$ cat src/rtl/uart_rx.sv
// UART receiver: 8N1, MSB first, mid-bit sampling with a one-cycle valid pulse.
// Optional UART_RX_MAJORITY_EN: 2-of-3 majority vote around mid-bit.
module uart_rx #(
    parameter int CLK_FREQ     = 48000,
    parameter int BAUD         = 9600,
    parameter int BAUD_DIVIDOR = CLK_FREQ / BAUD
) (
    input  logic       clk,
    input  logic       rst_n,
    input  logic       rxd,
    output logic [7:0] rx_data,
    output logic       rx_valid,
    output logic       rx_busy,
    output logic       rx_frame_err
);

    localparam logic [15:0] LAST_C = 16'(BAUD_DIVIDOR - 1);
    localparam logic [15:0] MID_C  = 16'(BAUD_DIVIDOR / 2);
`ifdef UART_RX_MAJORITY_EN
    localparam logic [15:0] DEC_C  = MID_C + 16'd1;
`else
    localparam logic [15:0] DEC_C  = MID_C;
`endif

    typedef enum logic [1:0] {IDLE, START, DATA, STOP} state_t;

    state_t      state_reg, state_next;
    logic [15:0] cnt_reg, cnt_next;
    logic [3:0]  bit_idx_reg, bit_idx_next;
    logic [7:0]  shreg_reg, shreg_next;
    logic [7:0]  data_reg, data_next;
    logic        valid_reg, valid_next;
    logic        ferr_reg, ferr_next;
    logic        sync1_reg, sync2_reg, prev_reg;
    logic        rxd_s;
    logic        sample;
    logic        at_dec, at_last;
    logic [15:0] cnt_step;

    assign rxd_s = sync2_reg;

    always_ff @(posedge clk or negedge rst_n) begin
        if (!rst_n) begin
            sync1_reg <= 1'b1;
            sync2_reg <= 1'b1;
            prev_reg  <= 1'b1;
        end else begin
            sync1_reg <= rxd;
            sync2_reg <= sync1_reg;
            prev_reg  <= sync2_reg;
        end
    end

`ifdef UART_RX_MAJORITY_EN
    // The first two votes are captured here; the third is rxd_s live at MID+1.
    logic maj_a_reg, maj_b_reg;

    always_ff @(posedge clk or negedge rst_n) begin
        if (!rst_n) begin
            maj_a_reg <= 1'b1;
            maj_b_reg <= 1'b1;
        end else begin
            if (cnt_reg == MID_C - 16'd1)
                maj_a_reg <= rxd_s;
            if (cnt_reg == MID_C)
                maj_b_reg <= rxd_s;
        end
    end

    assign sample = (maj_a_reg & maj_b_reg) | (maj_a_reg & rxd_s) | (maj_b_reg & rxd_s);
`else
    assign sample = rxd_s;
`endif

    assign at_dec   = (cnt_reg == DEC_C);
    assign at_last  = (cnt_reg == LAST_C);
    assign cnt_step = at_last ? 16'd0 : cnt_reg + 16'd1;

    always_ff @(posedge clk or negedge rst_n) begin
        if (!rst_n) begin
            state_reg   <= IDLE;
            cnt_reg     <= 16'd0;
            bit_idx_reg <= 4'd0;
            shreg_reg   <= 8'h00;
            data_reg    <= 8'h00;
            valid_reg   <= 1'b0;
            ferr_reg    <= 1'b0;
        end else begin
            state_reg   <= state_next;
            cnt_reg     <= cnt_next;
            bit_idx_reg <= bit_idx_next;
            shreg_reg   <= shreg_next;
            data_reg    <= data_next;
            valid_reg   <= valid_next;
            ferr_reg    <= ferr_next;
        end
    end

    always_comb begin
        state_next   = state_reg;
        cnt_next     = cnt_reg;
        bit_idx_next = bit_idx_reg;
        shreg_next   = shreg_reg;
        data_next    = data_reg;
        valid_next   = 1'b0;
        ferr_next    = 1'b0;
        case (state_reg)
            IDLE: begin
                cnt_next = 16'd0;
                // Edge, not level: a held-low line (break) never restarts a frame.
                if (prev_reg && !rxd_s)
                    state_next = START;
            end
            START: begin
                cnt_next = cnt_step;
                if (at_dec && sample) begin
                    state_next = IDLE;
                    cnt_next   = 16'd0;
                end else if (at_last) begin
                    state_next   = DATA;
                    bit_idx_next = 4'd0;
                end
            end
            DATA: begin
                cnt_next = cnt_step;
                if (at_dec)
                    shreg_next = {shreg_reg[6:0], sample};
                if (at_last) begin
                    if (bit_idx_reg == 4'd7)
                        state_next = STOP;
                    else
                        bit_idx_next = bit_idx_reg + 4'd1;
                end
            end
            STOP: begin
                cnt_next = cnt_step;
                // Leaving at mid-stop leaves half a bit to catch the next start edge.
                if (at_dec) begin
                    state_next = IDLE;
                    cnt_next   = 16'd0;
                    if (sample) begin
                        data_next  = shreg_reg;
                        valid_next = 1'b1;
                    end else begin
                        ferr_next = 1'b1;
                    end
                end
            end
            default: begin
                state_next = IDLE;
                cnt_next   = 16'd0;
            end
        endcase
    end

    assign rx_data      = data_reg;
    assign rx_valid     = valid_reg;
    assign rx_frame_err = ferr_reg;
    assign rx_busy      = (state_reg != IDLE);

endmodule

$ cat config.mk
export PLATFORM = sky130hd
export DESIGN_NAME = uart_rx
export DESIGN_NICKNAME = d
export VERILOG_FILES = /design/src/rtl/uart_rx.sv
export SDC_FILE = /design/constraint.sdc
export NUM_CORES = 1
export LEC_CHECK = 0
export BUFFER_PORTS_ARGS = -buffer_cell sky130_fd_sc_hd__buf_2
export CAP_MARGIN = 20
export CELL_PAD_IN_SITES_DETAIL_PLACEMENT = 1
export CELL_PAD_IN_SITES_GLOBAL_PLACEMENT = 1
export CORE_MARGIN = 2
export CORE_UTILIZATION = 38
export CTS_CLUSTER_DIAMETER = 40
export DETAILED_ROUTE_END_ITERATION = 7
export PLACE_DENSITY_LB_ADDON = 0.1
export SLEW_MARGIN = 20
export SYNTH_ARGS = -nofsm -noshare
export SYNTH_HDL_FRONTEND = slang
export SYNTH_SLANG_ARGS = --single-unit
export TNS_END_PERCENT = 5
$ cat constraint.sdc
create_clock -name clk -period 5.87 [get_ports clk]
set_clock_uncertainty 0.05 [all_clocks]
set_input_delay 0.587 -clock clk [delete_from_list [all_inputs] [get_ports clk]]
set_output_delay 0.587 -clock clk [all_outputs]
set_load 0.02 [all_outputs]
==> metrics.txt <==
via count about 1,400; global-route wire length before repair about 7.5 mm; Starting Density 38.8%; Final period util 39.2%; most frequent cells in the layout dfrtp_1, nor2_1, buf_2; largest net degree at the start of global routing 44; 1st-pass router iterations 4; H-Tree Depth 2; RSZ-0062 raised after global routing false; Leak 0.00107 uW; Critical Path End Type flop; Die H approximately 78 um; top-level I/O count 14; all-layer global routing usage 15.8%; crit path max fanout 8; crit path time final 2.30 ns; Largest register FFs 16; gr ovfl total 0; CTS resizes 0; Mean Syn Cell Area 11.5 um^2; DP Area between 2000 and 2500 um^2; Worst EP required around 6 ns; reg2reg setup slack 3.57 ns; CP Class flop to flop; DP HPWL ~3.1 mm; netlist area before placement 2100 um^2; Net Count, Synth between 150 and 200; clock latency on the worst-skew pair 0.29 ns; synth unique cells 39; Iter 0 DRT Violations 43; share of layout cells above drive strength 1 about a quarter; Max clock buf depth 2; area grow syn2layout 10.8%; cts hold-fix bufs 0; combinational share of power 25.8%; Post-synth EDFFs 0; CTS buffer count 5; async set or reset register ratio after synthesis 100%; post-route ant nets 0; HP Class flop to flop; Synthesis Warnings 0; reg2reg end rx_data[7]$_DFFE_PN0P_; Yosys reg bits 43; Power Density 359 nW/um^2; final cell utilization of the core 43.0%; crit path to rx_data[7]$_DFFE_PN0P_; ANT cells 0; total clock sinks 43; root buf cell clkbuf_8; internal power 554 uW; switching portion of total power 33.6%; max-slew violations 0; PnR worst setup slack around 3.6 ns; Arr. time, crit path 2.43 ns; critical path launch point type flop; status complete, no violations; pre-CTS setup slack 3.56 ns; CP max stage cell or3_1; maximum VDD drop 0.000147 V; FF-to-FF path depth 6; Core ar. 5410 um^2; Highest Clock Rate 435 MHz; Worst R2R Start cnt_reg[0]$_DFF_PN0_; Flop pwr share about 47%; Chip Width 78.3 um; CP startpoint cnt_reg[0]$_DFF_PN0_; CTS tree yes; antenna violations before repair 0; Post-layout nets 201; Port-buffer cells 13; RePlAce Congestion 0.802; commonest non-fill, non-tap cell in the layout dfrtp_1; die area approximately 6100 um^2; total wire length around 4.3 mm; CP cell instances inv_1 > ha_1 > nor4b_4 > nand4_2 > or3_1 > mux2_4; Clock transition at path regs about 0.08 ns; Post-CTS Setup Repair Bufs 0; Max-slew headroom 37.4%; drt wl/cell 16.1 um; DR DRC count 0; Psw 281 uW; Finish-stage setup viols 0; vias in the first global route 1,507; Max Cap Viol 0; fill count 598; Hold Vio Cnt, Final 0; clock share of power 27.6%; Layout Cell Area excl Fill between 2000 and 2500 um^2; final setup TNS 0 ns; Row Count 27; worst slew pin tran around 0.94 ns; sequential share of the synthesized area 51.4%; slowest cell delay on critical path 0.59 ns; vias per inst approximately 5.3; Main synth FF type dfrtp_1; Synth Instances 182
==> logic make-up after synthesis <==
logic type | Yosys count | share of synthesized area, %
compound gates | 18 | 5.72
xor+xnor | 14 | 5.84
fa+ha+maj | 4 | 2.38
buf+inv | 17 | 3.75
flops | 43 | 51.4
mux | 17 | 10.5
simple gates | 69 | 20.4
==> area by class of cell <==
class	instances	area (um^2)	area share [%]
Clock inverter	3	43.8	1.88
Sequential cell	43	1080	46.4
Inverter	8	30.0	1.29
Multi-Input combinational cell	122	941	40.5
Clock buffer	5	68.8	2.96
Tap cell	72	90.1	3.87
Timing Repair Buffer	14	72.6	3.12
==> per-stage QoR <==
step | total power, uW | instances | hold WS, ns
after floorplan | 548 | 182 | 0.241
after global placement | 602 | 259 | 0.297
after detailed placement | 613 | 259 | 0.304
after CTS | 848 | 267 | 0.317
after global routing | 898 | 267 | 0.316
final | 835 | 267 | 0.313
==> per-layer routing <==
layer | global-route usage, % | up-vias | wire, um | share of wire [%]
met5 | 0 | - | 0 | 0
met4 | 5.79 | 0 | 47 | 1.1
met3 | 3.10 | 5 | 100 | 2.3
met2 | 26.4 | 17 | 2180 | 51
met1 | 20.5 | 728 | 1980 | 46
li1 | - | 668 | - | -
==> cells in the mapped netlist, types with 2 or more instances <==
cell type / n / share of area (%)
nor2b_1: 2 / 0.60
dfstp_2: 3 / 3.8
buf_2: 3 / 0.71
a21oi_1: 3 / 0.71
dfrtp_1: 40 / 48
ha_1: 4 / 2.4
nand3b_1: 4 / 1.4
or2_2: 2 / 0.60
nor4_1: 5 / 1.5
xor2_1: 7 / 2.9
nand3_1: 7 / 1.7
nand2_1: 6 / 1.1
nand4_1: 11 / 3.3
o211ai_1: 3 / 1.1
o21ai_0: 6 / 1.4
nor4_4: 2 / 2.0
mux2_4: 8 / 5.7
or3_1: 3 / 0.89
mux2_2: 8 / 4.3
inv_1: 8 / 1.4
xnor2_1: 7 / 2.9
nor2_1: 20 / 3.6
clkbuf_1: 4 / 0.71
==> power by group through the flow <==
stage          sequential, uW  clock [uW]  combinational (uW)
2_1_floorplan             369           0                 179
3_3_place_gp              392           0                 210
3_5_place_dp              395           0                 217
4_1_cts                   390         239                 220
5_1_grt                   398         254                 246
6_report                  389         230                 216
==> worst min-delay path by stage <==
stage	start	to	slack [ns]	depth (start not counted)
6_report	sync1_reg$_DFF_PN1_	rxd_s$_DFF_PN1_	0.31	0
3_3_place_gp	sync1_reg$_DFF_PN1_	rxd_s$_DFF_PN1_	0.30	0
5_1_grt	rxd	sync1_reg$_DFF_PN1_	0.32	1
3_5_place_dp	sync1_reg$_DFF_PN1_	rxd_s$_DFF_PN1_	0.30	0
4_1_cts	sync1_reg$_DFF_PN1_	rxd_s$_DFF_PN1_	0.32	0
2_1_floorplan	rst_n	asynchronous set/reset pin	0.24	0
==> critical path: cells and delay by family, from the launching register on <==
| family | cells | cell delay, ns |
|---|---|---|
| simple gates | 3 | 1.03 |
| flops | 1 | 0.45 |
| mux | 1 | 0.36 |
| fa+ha+maj | 1 | 0.18 |
| buf+inv | 1 | 0.11 |
(Power assumes the default switching activity.)
